[config.mk]
export PLATFORM = sky130hd
export DESIGN_NAME = wb_stage
export DESIGN_NICKNAME = d
export VERILOG_FILES = /design/src/rtl/wb_stage_pkg.sv /design/src/rtl/wb_stage_load_align.sv /design/src/rtl/wb_stage.sv
export SDC_FILE = /design/constraint.sdc
export NUM_CORES = 1
export LEC_CHECK = 0
export BUFFER_PORTS_ARGS = -buffer_cell sky130_fd_sc_hd__buf_2
export CAP_MARGIN = 20
export CORE_UTILIZATION = 35
export DETAILED_ROUTE_END_ITERATION = 10
export SYNTH_ARGS = -nofsm -noshare
export SYNTH_HDL_FRONTEND = slang
export SYNTH_SLANG_ARGS = --single-unit
[constraint.sdc]
create_clock -name clk -period 1.8 [get_ports clk]
set_clock_uncertainty 0.2 [all_clocks]
set_input_delay 0.09 -clock clk [delete_from_list [all_inputs] [get_ports clk]]
set_output_delay 0.09 -clock clk [all_outputs]
set_load 0.02 [all_outputs]
[src/rtl/wb_stage_pkg.sv]
// Shared constants for the writeback stage: datapath width, load funct3 encodings
// and the hard-wired zero register.
package wb_stage_pkg;

    localparam int unsigned XLEN = 32;

    localparam logic [4:0] REG_X0 = 5'd0;

    // Load funct3 encodings
    localparam logic [2:0] LB  = 3'b000;
    localparam logic [2:0] LH  = 3'b001;
    localparam logic [2:0] LW  = 3'b010;
    localparam logic [2:0] LBU = 3'b100;
    localparam logic [2:0] LHU = 3'b101;

    // True when rd names a real architectural register (not x0)
    function automatic logic is_wr_target(input logic [4:0] rd);
        return rd != REG_X0;
    endfunction

endpackage

[src/rtl/wb_stage_load_align.sv]
// Load data formatter: picks the addressed byte/halfword out of the raw memory word,
// sign- or zero-extends it, and flags misaligned accesses and illegal funct3 codes.
// Purely combinational.
module wb_stage_load_align #(
    parameter int unsigned XLEN = 32
) (
    input  logic [2:0]      funct3_i,
    input  logic [1:0]      addr_lo_i,
    input  logic [XLEN-1:0] rdata_i,
    output logic [XLEN-1:0] data_o,
    output logic            fault_o
);
    import wb_stage_pkg::*;

    logic [7:0]  byte_sel;
    logic [15:0] half_sel;

    // Lane select, then extend according to the load type
    always_comb begin
        byte_sel = rdata_i[{addr_lo_i, 3'b000} +: 8];
        half_sel = rdata_i[{addr_lo_i[1], 4'b0000} +: 16];
        data_o   = '0;
        fault_o  = 1'b0;
        case (funct3_i)
            LB:  data_o = {{(XLEN-8){byte_sel[7]}}, byte_sel};
            LBU: data_o = {{(XLEN-8){1'b0}}, byte_sel};
            LH: begin
                data_o  = {{(XLEN-16){half_sel[15]}}, half_sel};
                fault_o = addr_lo_i[0];
            end
            LHU: begin
                data_o  = {{(XLEN-16){1'b0}}, half_sel};
                fault_o = addr_lo_i[0];
            end
            LW: begin
                data_o  = rdata_i;
                fault_o = addr_lo_i != 2'b00;
            end
            default: fault_o = 1'b1;
        endcase
    end

endmodule

[src/rtl/wb_stage.sv]
// Writeback stage: arbitrates between load data (fixed priority) and EX results,
// formats loads, and registers one register-file write per cycle. x0 writes are
// squashed at wen so the regfile bypass never forwards a value for x0.
// Optional feature: define WB_RETIRE_CNT_EN to add the 64-bit instret counter port.
module wb_stage #(
    parameter int unsigned XLEN   = wb_stage_pkg::XLEN,
    parameter int unsigned ADDR_W = 32
) (
    input  logic              clk,
    input  logic              rst_n,
    input  logic              ex_valid_i,
    output logic              ex_ready_o,
    input  logic [4:0]        ex_rd_i,
    input  logic              ex_rd_wen_i,
    input  logic [XLEN-1:0]   ex_result_i,
    input  logic              mem_valid_i,
    output logic              mem_ready_o,
    input  logic [4:0]        mem_rd_i,
    input  logic [2:0]        mem_funct3_i,
    input  logic [1:0]        mem_addr_lo_i,
    input  logic [XLEN-1:0]   mem_rdata_i,
    output logic              wen_o,
    output logic [ADDR_W-1:0] wraddr_o,
    output logic [XLEN-1:0]   wrdata_o,
    output logic              err_load_o,
`ifdef WB_RETIRE_CNT_EN
    output logic [63:0]       instret_o,
`endif
    input  logic              err_clr_i
);
    import wb_stage_pkg::*;

    logic              mem_fire;
    logic              ex_fire;
    logic [XLEN-1:0]   ld_data;
    logic              ld_fault;

    logic              wen_q, wen_d;
    logic [ADDR_W-1:0] wraddr_q, wraddr_d;
    logic [XLEN-1:0]   wrdata_q, wrdata_d;
    logic              err_q, err_d;

    wb_stage_load_align #(
        .XLEN(XLEN)
    ) u_load_align (
        .funct3_i (mem_funct3_i),
        .addr_lo_i(mem_addr_lo_i),
        .rdata_i  (mem_rdata_i),
        .data_o   (ld_data),
        .fault_o  (ld_fault)
    );

    // Handshake: loads are always accepted and block EX for that cycle
    always_comb begin
        mem_ready_o = 1'b1;
        ex_ready_o  = ~mem_valid_i;
        mem_fire    = mem_valid_i;
        ex_fire     = ex_valid_i & ~mem_valid_i;
    end

    // Next-state for the write port and the sticky error flag
    always_comb begin
        wen_d    = 1'b0;
        wraddr_d = wraddr_q;
        wrdata_d = wrdata_q;
        err_d    = err_q;
        if (err_clr_i) begin
            err_d = 1'b0;
        end
        if (mem_fire) begin
            wen_d    = is_wr_target(mem_rd_i) && !ld_fault;
            wraddr_d = ADDR_W'(mem_rd_i);
            wrdata_d = ld_data;
            // Set overrides a simultaneous clear
            if (ld_fault) begin
                err_d = 1'b1;
            end
        end else if (ex_fire) begin
            wen_d    = ex_rd_wen_i && is_wr_target(ex_rd_i);
            wraddr_d = ADDR_W'(ex_rd_i);
            wrdata_d = ex_result_i;
        end
    end

    // Output register and error flag
    always_ff @(posedge clk or negedge rst_n) begin
        if (!rst_n) begin
            wen_q    <= 1'b0;
            wraddr_q <= '0;
            wrdata_q <= '0;
            err_q    <= 1'b0;
        end else begin
            wen_q    <= wen_d;
            wraddr_q <= wraddr_d;
            wrdata_q <= wrdata_d;
            err_q    <= err_d;
        end
    end

    assign wen_o      = wen_q;
    assign wraddr_o   = wraddr_q;
    assign wrdata_o   = wrdata_q;
    assign err_load_o = err_q;

`ifdef WB_RETIRE_CNT_EN
    logic [63:0] instret_q, instret_d;

    // Counts every accepted transfer, including x0 targets and faulting loads
    always_comb begin
        instret_d = instret_q;
        if (mem_fire || ex_fire) begin
            instret_d = instret_q + 64'd1;
        end
    end

    // Retire counter register
    always_ff @(posedge clk or negedge rst_n) begin
        if (!rst_n) begin
            instret_q <= '0;
        end else begin
            instret_q <= instret_d;
        end
    end

    assign instret_o = instret_q;
`endif

endmodule

==> flow_summary.yaml, run 1 <==
outcome:
  status: "finished, final reports clean"
clock_network:
  cts_sinks: 39
  tritoncts: "built"
  cts.reportedPaths.clkPinSlew_ns: 0.08
  htree_levels: 2
  clk_latency_ns: 0.29
  root_buffer: "sky130_fd_sc_hd__clkbuf_8"
  cts_inserted_buffers: 5
  cts.path.max_buffers: 2
  postCtsSetupRepairBufs: 0
  cts_resized: 0
sta:
  worst_slew_pin_slew_ns: 0.575
  setup_repair_after_global_routing_missed_its_margin: "no"
  timing.slew.headroom_pct: 61.6
  maxSlewViolCount: 0
  final_hold_viol_count: 0
  fin_setup_tns_ns: 0
  worst_hold_slack_ns: 0.00459
  setup_viol: 0
  layout_worst_path_cycle_share_pct: 95.9
  max_freq_mhz: 580
  post-route-min-period_ns: 1.73
  worst_slack_ns: 0.0744
synthesis:
  ys.flop_type: "sky130_fd_sc_hd__dfrtp_1"
  post_synth_instance_area_um2: 2970
  synth.area.top_cells: "sky130_fd_sc_hd__dfrtp_1 33%, sky130_fd_sc_hd__mux2i_1 8.4%, sky130_fd_sc_hd__buf_4 7.3%, sky130_fd_sc_hd__a22oi_1 3.5%, sky130_fd_sc_hd__mux4_1 3.5%"
  synth.lib_cells_used.distinct: 48
  post-synth-top-area-fraction_pct: 32.8
  number_of_synthesized_register_bits: 39
  ys_async_sr_fraction_pct: 100
  syn_avg_cell_area_um2: 9.84
  synth_edf_count: 0
  ys_warn_count: 0
  ys_seq_area_share_pct: 32.8
  post_synth_inst_count: 302
  yosysTopAreaCell: "sky130_fd_sc_hd__dfrtp_1"
placement:
  dp.final_hpwl_um: 6890
  gpl.final_weighted_congestion: 0.796
  port_buffers: 124
  place.detailed.instances: 518
  dpl_worst_slack_ns: 0.127
setup_path:
  critical_path_buf_inv_count: 2
  arrival_ns: 1.69
  criticalPathCategory: "in -> reg"
  crit_path_start_kind: "input pin"
  worst_path_dominant_cell_family: "buffers and inverters"
  worstPathMaxFanout: 8
  timing.critical_path.slowest_cell_delay_ns: 0.55
  required_ns: 1.76
  cp_slowest_cell: "sky130_fd_sc_hd__mux4_1"
  worst_setup_path_end_kind: "register"
  path_cells: "dlygate4sd3_1 -> buf_2 -> mux4_1 -> nand3b_2 -> a311oi_1"
routing:
  via_count: 3055
  drt_first_iter_violations: 184
  drt_first_pass_iters: 4
  drt_drc_violations_left: 0
  routed_wire_length_per_instance_um: 16.5
  detail_route.wirelength_um: 9570
  drt.antenna.violating_nets: 0
  post_drt_via_cell_ratio: 5.28
grt:
  global_route_wire_length_before_repair_um: 14800
  grt_antenna_before_repair: 0
  gr-total-overflow: 0
  grt_util_all_layers_pct: 21.9
  number_of_global_route_vias_before_repair: 2870
  grt_max_degree: 50
cells_and_area:
  layoutNonFillerInstCount: 579
  mostFrequentLayoutCell: "sky130_fd_sc_hd__buf_2"
  layout_cells_sized_above_1_pct: 35.4
  num-nets-final: 558
  final_cell_mix: "124 x sky130_fd_sc_hd__buf_2, 53 x sky130_fd_sc_hd__dlygate4sd3_1, 39 x sky130_fd_sc_hd__dfrtp_1"
  area_growth_pct: 42.6
  antenna_cells: 0
power:
  cellLeakagePower_nw: 2.14
  max-vdd-ir-drop_mv: 0.274
  pwr_density_cell_nw_per_um2: 598
die:
  effective_utilization_at_floorplan_pct: 36.2
  die-width_um: 94.2
  placement_rows: 33
  placeableCoreArea_um2: 8220
  die_area_um2: 8870
  floorplan.die.height_um: 94.2
  io_pins: 153
flow_run:
  maxCapViolations: 0
min_path:
  classification_of_the_worst_slack_hold_path: "in -> reg"
-- worst min-delay path, cell delays in order --
cell and delay (ns):
sky130_fd_sc_hd__buf_2 0.14, sky130_fd_sc_hd__a21oi_1 0.12, sky130_fd_sc_hd__o32ai_1 0.09
-- synth_stat cells, types with 6 or more instances --
library cell,number
sky130_fd_sc_hd__clkbuf_1,11
sky130_fd_sc_hd__a22oi_1,14
sky130_fd_sc_hd__buf_4,29
sky130_fd_sc_hd__nand2_1,20
sky130_fd_sc_hd__mux2i_1,25
sky130_fd_sc_hd__a211oi_1,7
sky130_fd_sc_hd__nor4_1,6
sky130_fd_sc_hd__o221ai_1,10
sky130_fd_sc_hd__nand2b_1,9
sky130_fd_sc_hd__buf_2,10
sky130_fd_sc_hd__dfrtp_1,39
sky130_fd_sc_hd__mux2_2,7
sky130_fd_sc_hd__o22ai_1,6
sky130_fd_sc_hd__a211o_1,7
sky130_fd_sc_hd__o21ai_0,14
sky130_fd_sc_hd__nor2_1,19
sky130_fd_sc_hd__and4b_1,6
sky130_fd_sc_hd__nor4bb_1,9
sky130_fd_sc_hd__and3_1,7
-- final timing paths --
path                                          from                  endpoint  depth (start not counted)  slack (ns)
max                                mem_rdata_i[23]  wrdata_o[11]$_DFFE_PN0P_                          5        0.07
min                               mem_addr_lo_i[0]      err_load_o$_DFF_PN0_                          3       0.005
max reg2reg                wraddr_o[1]$_DFFE_PN0P_   wraddr_o[1]$_DFFE_PN0P_                          3        0.32
min reg2reg                   err_load_o$_DFF_PN0_      err_load_o$_DFF_PN0_                          2        0.34
max in group asynchronous                    rst_n  wrdata_o[23]$_DFFE_PN0P_                          3        0.81
min in group asynchronous                    rst_n  wrdata_o[18]$_DFFE_PN0P_                          2        0.11
-- kinds of logic (layout without fill, tap and decap cells) --
family / count (synthesis) / in the layout / synth area share, %
and+or+nand+nor: 93 / 93 / 19.7
DFF: 39 / 39 / 32.8
muxes: 40 / 40 / 17.6
AOI/OAI and AO/OA: 70 / 70 / 17.3
other: 2 / 28 / 0.253
buffers and inverters: 58 / 204 / 12.3
-- what timing repair did --
item | 4_1_cts | 5_1_grt
hold endpoints to repair | 67 | 0
setup endpoints to repair | 0 | 0
hold buffers | 53 | 0
-- sequential cells by signal, summed over array words and instances (netlist names) --
register and cells:
wen_o 1, wrdata_o 32, err_load_o 1, wraddr_o 5
-- layout make-up --
| cell class | instances | area (um^2) |
|---|---|---|
| tap | 105 | 131 |
| inverter | 3 | 11.3 |
| clock buffer | 7 | 76.3 |
| sequential | 39 | 976 |
| fill | 762 | 3980 |
| timing repair buffer | 193 | 1310 |
| multi-input combinational | 231 | 1730 |
| clock inverter | 1 | 5.00 |
-- per-layer routing --
layer	GRT usage [%]	up-vias	wire length, um
li1	-	1443	-
met1	29.5	1474	4240
met2	36.3	122	4630
met3	2.99	16	516
met4	6.41	0	182
met5	0	-	0
-- through the flow --
stage | area, um^2 | util, % | power, mW
finish | 4240 | 51.6 | 2.53
global route | 4240 | 51.6 | 2.68
CTS | 4240 | 51.6 | 2.54
detailed placement | 3630 | 44.1 | 1.86
global placement | 3630 | 44.1 | 1.85
floorplan | 3070 | - | 1.58
-- report_power, final --
group / switching [mW] / total [mW] / internal (mW)
sequential: 0.0461 / 1.01 / 0.965
clock: 0.323 / 0.596 / 0.273
combinational: 0.509 / 0.926 / 0.417
Power figures use the tool's default switching activity.
==> inputs of run 2 (changes only) <==
--- a/config.mk
+++ b/config.mk
@@ -7,8 +7,11 @@
 export LEC_CHECK = 0
 export BUFFER_PORTS_ARGS = -buffer_cell sky130_fd_sc_hd__buf_2
 export CAP_MARGIN = 20
-export CORE_UTILIZATION = 35
+export CELL_PAD_IN_SITES_DETAIL_PLACEMENT = 1
+export CELL_PAD_IN_SITES_GLOBAL_PLACEMENT = 2
+export CORE_UTILIZATION = 28
 export DETAILED_ROUTE_END_ITERATION = 10
+export PLACE_DENSITY_LB_ADDON = 0.1
 export SYNTH_ARGS = -nofsm -noshare
 export SYNTH_HDL_FRONTEND = slang
 export SYNTH_SLANG_ARGS = --single-unit
==> run 2 against run 1 <==
  * Global-route usage decreased by 1.9 points
  * Non-clock buffer count unchanged
  * Design area increased by 1.3%
  * Die area increased by 24%
  * Worst hold slack improved by 0.010 ns
  * Sequential power about the same
  * Setup slack improved by 0.015 ns
  * Cell count increased by 5.2%
  * Via count decreased by 0.95%
  * Combinational power increased by 2%
  * Largest cell class unchanged
  * Largest power group unchanged
==> flow_summary.yaml, run 2 (same netlist as run 1, synthesis figures left out) <==
power:
  max-vdd-ir-drop_mv: 0.267
  power_switching_share_pct: 34.5
  p_int_mw: 1.69
  seq_power_share_pct: 39.3
  clkPwrFrac_pct: 24.2
  p_switching_uw: 888
  power_frac_comb_pct: 36.5
  pwr_density_cell_nw_per_um2: 600
  cellLeakagePower_nw: 2.15
setup_path:
  worst_setup_path_end_kind: "register"
  required_ns: 1.75
  arrival_ns: 1.67
  worstPathMaxFanout: 8
  criticalPathCategory: "in -> reg"
  crit_path_start_kind: "input pin"
sta:
  timing.slew.headroom_pct: 61.2
  setup_viol: 0
  fin_setup_tns_ns: 0
  max_freq_mhz: 585
  final_hold_viol_count: 0
  setup_repair_after_global_routing_missed_its_margin: "no"
  layout_worst_path_cycle_share_pct: 95.0
  post-route-min-period_ns: 1.71
  worst_slew_pin_slew_ns: 0.580
  maxSlewViolCount: 0
routing:
  drt_drc_violations_left: 0
  routed_wire_length_per_instance_um: 17.8
  post_drt_via_cell_ratio: 4.97
  detail_route.wirelength_um: 10800
  drt_first_pass_iters: 4
  via_count: 3026
  drt.antenna.violating_nets: 0
  drt_first_iter_violations: 103
cells_and_area:
  mostFrequentLayoutCell: "sky130_fd_sc_hd__buf_2"
  multi_input_comb_area_um2: 1730
  final_core_util_pct: 41.6
  num-nets-final: 558
  layoutNonFillerInstCount: 609
  fillers: 1228
  antenna_cells: 0
  seqCellArea_um2: 976
  area_growth_pct: 44.4
  final_cell_mix: "124 x sky130_fd_sc_hd__buf_2, 52 x sky130_fd_sc_hd__dlygate4sd3_1, 39 x sky130_fd_sc_hd__dfrtp_1"
  layout_cells_sized_above_1_pct: 35.9
  largest_register_ffs: 32
clock_network:
  clk_latency_ns: 0.29
  cts.path.max_buffers: 2
  cts.reportedPaths.clkPinSlew_ns: 0.07
  cts_inserted_buffers: 5
  root_buffer: "sky130_fd_sc_hd__clkbuf_8"
  tritoncts: "built"
  cts_sinks: 39
  htree_levels: 2
die:
  effective_utilization_at_floorplan_pct: 28.8
  die_area_um2: 11000
  placeableCoreArea_um2: 10300
  floorplan.die.height_um: 105
  placement_rows: 37
  die-width_um: 105
  io_pins: 153
min_path:
  classification_of_the_worst_slack_hold_path: "in -> reg"
placement:
  port_buffers: 124
  dp.final_hpwl_um: 7880
  gpl.final_weighted_congestion: 0.725
  place.detailed.instances: 550
flow_run:
  maxCapViolations: 0
grt:
  number_of_global_route_vias_before_repair: 3183
  grt_antenna_before_repair: 0
  gr-total-overflow: 0
  global_route_wire_length_before_repair_um: 17200
  grt_max_degree: 33
  grt_util_all_layers_pct: 20.0
outcome:
  status: "finished, final reports clean"
run 2: what timing repair did:
item	CTS	global route
hold endpoints to repair	67	0
resized for setup	0	0
buffers inserted	0	0
hold buffers	52	0
run 2: cell type report:
class | instances | area share [%]
inverter | 3 | 0.262
timing repair buffer | 193 | 30.7
clock inverter | 1 | 0.117
clock buffer | 6 | 1.92
multi-input combinational | 231 | 40.3
tap | 136 | 3.96
sequential | 39 | 22.7
run 2: metrics by stage:
| step | total power, mW | area [um^2] | setup WS [ns] | hold WS (ns) |
|---|---|---|---|---|
| floorplan | 1.58 | 3070 | 0.383 | -0.406 |
| global placement | 1.87 | 3680 | 0.0936 | -0.126 |
| detailed placement | 1.88 | 3680 | 0.0595 | -0.122 |
| CTS | 2.61 | 4290 | 0.0739 | 0.00585 |
| global route | 2.72 | 4290 | 0.0173 | 0.0249 |
| finish | 2.58 | 4290 | 0.0895 | 0.0149 |
run 2: path summary, 6_finish.rpt:
| check | start | end | slack, ns | cells after the start |
|---|---|---|---|---|
| worst max-delay path | mem_rdata_i[23] | wrdata_o[14]$_DFFE_PN0P_ | 0.09 | 5 |
| worst min-delay path | mem_rdata_i[7] | wrdata_o[7]$_DFFE_PN0P_ | 0.01 | 3 |
| worst max register to register | wraddr_o[1]$_DFFE_PN0P_ | wraddr_o[1]$_DFFE_PN0P_ | 0.33 | 3 |
| worst min register to register | err_load_o$_DFF_PN0_ | err_load_o$_DFF_PN0_ | 0.34 | 2 |
| max in group asynchronous | rst_n | wrdata_o[26]$_DFFE_PN0P_ | 0.81 | 3 |
| min in group asynchronous | rst_n | wrdata_o[18]$_DFFE_PN0P_ | 0.09 | 2 |
run 2: critical path, cell delays in order:
cell                            delay (ns)
sky130_fd_sc_hd__dlygate4sd3_1        0.53
sky130_fd_sc_hd__buf_2                0.15
sky130_fd_sc_hd__mux4_1               0.55
sky130_fd_sc_hd__nand3b_2             0.22
sky130_fd_sc_hd__o22ai_1              0.11
run 2: metal layers:
layer	global-route usage [%]	part of all wire (%)
met2	34.6	49
met5	0	0
met3	3.12	5.3
met1	26.3	44
met4	4.33	1.3
run 2: power by group through the flow:
| stage | Combinational (mW) | Sequential (mW) | Clock [mW] |
|---|---|---|---|
| floorplan | 0.436 | 1.14 | 0 |
| global placement | 0.840 | 1.03 | 0 |
| detailed placement | 0.852 | 1.03 | 0 |
| CTS | 0.947 | 1.01 | 0.648 |
| global route | 1.02 | 1.02 | 0.673 |
| finish | 0.941 | 1.01 | 0.623 |
==> inputs of run 3 (changes only) <==
--- a/config.mk
+++ b/config.mk
@@ -9,9 +9,12 @@
 export CAP_MARGIN = 20
 export CELL_PAD_IN_SITES_DETAIL_PLACEMENT = 1
 export CELL_PAD_IN_SITES_GLOBAL_PLACEMENT = 2
-export CORE_UTILIZATION = 28
+export CORE_UTILIZATION = 29
+export CTS_BUF_LIST = sky130_fd_sc_hd__clkbuf_2 sky130_fd_sc_hd__clkbuf_4 sky130_fd_sc_hd__clkbuf_8
+export CTS_CLUSTER_SIZE = 24
 export DETAILED_ROUTE_END_ITERATION = 10
 export PLACE_DENSITY_LB_ADDON = 0.1
+export SLEW_MARGIN = 20
 export SYNTH_ARGS = -nofsm -noshare
 export SYNTH_HDL_FRONTEND = slang
 export SYNTH_SLANG_ARGS = --single-unit
==> run 3 against run 2 <==
  * The run now ends with hold timing left
  * Wire length down 1.1%
  * Utilization up 2.2 points
  * Critical endpoint is now wrdata_o[11]$_DFFE_PN0P_
  * Setup slack worse by 0.0048 ns
  * Design area up 0.52%
==> flow_summary.yaml, run 3 (same netlist as run 1, synthesis figures left out) <==
sta:
  timing.slew.headroom_pct: 64.8
  setup_viol: 0
  final_hold_viol_count: 1
  maxSlewViolCount: 0
  max_freq_mhz: 583
  worst_slew_pin_slew_ns: 0.526
  post-route-min-period_ns: 1.72
  worst_slack_ns: 0.0847
  worst_hold_slack_ns: -0.000685
  layout_worst_path_cycle_share_pct: 95.3
  fin_setup_tns_ns: 0
  setup_repair_after_global_routing_missed_its_margin: "no"
die:
  die-width_um: 103
  io_pins: 153
  die_area_um2: 10700
  effective_utilization_at_floorplan_pct: 30.1
  placeableCoreArea_um2: 9860
  floorplan.die.height_um: 103
  placement_rows: 36
clock_network:
  cts_inserted_buffers: 5
  cts_resized: 0
  cts.reportedPaths.clkPinSlew_ns: 0.08
  tritoncts: "built"
  postCtsSetupRepairBufs: 0
  cts.path.max_buffers: 2
  cts_sinks: 39
  clk_latency_ns: 0.30
  root_buffer: "sky130_fd_sc_hd__clkbuf_8"
  htree_levels: 2
  postCtsHoldBufs: 52
routing:
  met2_length_um: 5400
  routed_wire_length_per_instance_um: 17.5
  drt.antenna.violating_nets: 0
  drt_first_iter_violations: 116
  drt_first_pass_iters: 4
  post_drt_via_cell_ratio: 4.91
  via_count: 3005
  detail_route.wirelength_um: 10700
  detailed_route_wire_length_on_metal_1_um: 4750
  met3_wirelength_um: 469
  drt_drc_violations_left: 0
  highest_signal_layer: "met4"
grt:
  grt_util_all_layers_pct: 20.5
  global_route_wire_length_before_repair_um: 16400
  grt_max_degree: 50
  gr-total-overflow: 0
  number_of_global_route_vias_before_repair: 3122
  grt_antenna_before_repair: 0
placement:
  port_buffers: 124
  dpl_worst_slack_ns: 0.0651
  gpl.final_weighted_congestion: 0.759
  dp.final_hpwl_um: 7730
setup_path:
  worst_setup_path_endpoint: "wrdata_o[11]$_DFFE_PN0P_"
  worst_setup_path_end_kind: "register"
  critical_path.reg2reg.endpoint: "wraddr_o[4]$_DFFE_PN0P_"
  required_ns: 1.77
  worstPathMaxFanout: 8
  timing.critical_path.slowest_cell_delay_ns: 0.55
  ff_to_ff_path_depth: 3
  setup.worst_path.start: "mem_rdata_i[23]"
  path_cells: "dlygate4sd3_1 -> buf_2 -> mux4_1 -> nand3b_2 -> a311oi_1"
  criticalPathCategory: "in -> reg"
  arrival_ns: 1.68
  crit_path_start_kind: "input pin"
  setup.reg_to_reg.worst_slack_ns: 0.33
  r2r_start: "wraddr_o[4]$_DFFE_PN0P_"
  cp_slowest_cell: "sky130_fd_sc_hd__mux4_1"
cells_and_area:
  largest_register_ffs: 32
  num-nets-final: 563
  final_core_util_pct: 43.7
  area_growth_pct: 45.2
  mostFrequentLayoutCell: "sky130_fd_sc_hd__buf_2"
  antenna_cells: 0
  final_cell_mix: "124 x sky130_fd_sc_hd__buf_2, 52 x sky130_fd_sc_hd__dlygate4sd3_1, 39 x sky130_fd_sc_hd__dfrtp_1"
  layout_cells_sized_above_1_pct: 36.7
flow_run:
  maxCapViolations: 0
outcome:
  failed_checks: "hold timing"
  status: "finished with violations"
power:
  pwr_density_cell_nw_per_um2: 601
  cellLeakagePower_nw: 2.17
  max-vdd-ir-drop_mv: 0.243
min_path:
  classification_of_the_worst_slack_hold_path: "in -> reg"
## run 3: cell count changes in the layout (fill, tap and decap cells not counted)
cell                       before  now
sky130_fd_sc_hd__buf_4         13   19
sky130_fd_sc_hd__clkbuf_8       6    5
sky130_fd_sc_hd__clkbuf_4       0    2
sky130_fd_sc_hd__buf_12         4    3
## run 3: metrics by stage
stage	total power [mW]	cell area (um^2)	cells
finish	2.59	4320	612
global route	2.74	4320	612
CTS	2.62	4320	612
detailed placement	1.89	3710	552
global placement	1.88	3710	552
floorplan	1.58	3070	328
## run 3: layer usage
| layer | track usage, % | up-vias |
|---|---|---|
| li1 | - | 1442 |
| met1 | 26.0 | 1458 |
| met2 | 36.9 | 98 |
| met3 | 2.62 | 7 |
| met4 | 4.77 | 0 |
| met5 | 0 | - |
## run 3: how the worst min path moves through the flow
stage	from	cells after the start	slack, ns	end
3_5_place_dp	rst_n	2	-0.12	wraddr_o[2]$_DFFE_PN0P_
5_1_grt	mem_rdata_i[31]	3	0.03	wrdata_o[31]$_DFFE_PN0P_
4_1_cts	mem_addr_lo_i[0]	3	0.009	err_load_o$_DFF_PN0_
6_report	mem_addr_lo_i[0]	3	-0.0007	err_load_o$_DFF_PN0_
3_3_place_gp	rst_n	2	-0.12	wraddr_o[2]$_DFFE_PN0P_
2_1_floorplan	rst_n	0	-0.41	err_load_o$_DFF_PN0_
## run 3: power breakdown
part           internal [mW]  leakage, nW  switching (mW)
Combinational          0.426         1.63           0.519
Sequential             0.965        0.491          0.0484
Clock                  0.303       0.0491           0.333
Total                   1.69         2.17           0.900
## run 3: critical path: cells and delay by family
family	cells	cell delay, ns
multiplexers	1	0.55
AND/OR/NAND/NOR	1	0.22
buffers and inverters	2	0.70
AO/OA/AOI/OAI	1	0.12
## run 3: cell type report
type / instances / area, um^2
inverters: 3 / 11.3
well taps: 133 / 166
clock buffers: 7 / 83.8
fillers: 1180 / 5550
clock inverters: 1 / 5.00
repair buffers: 198 / 1340
multi-input cells: 231 / 1730
flip-flops and latches: 39 / 976
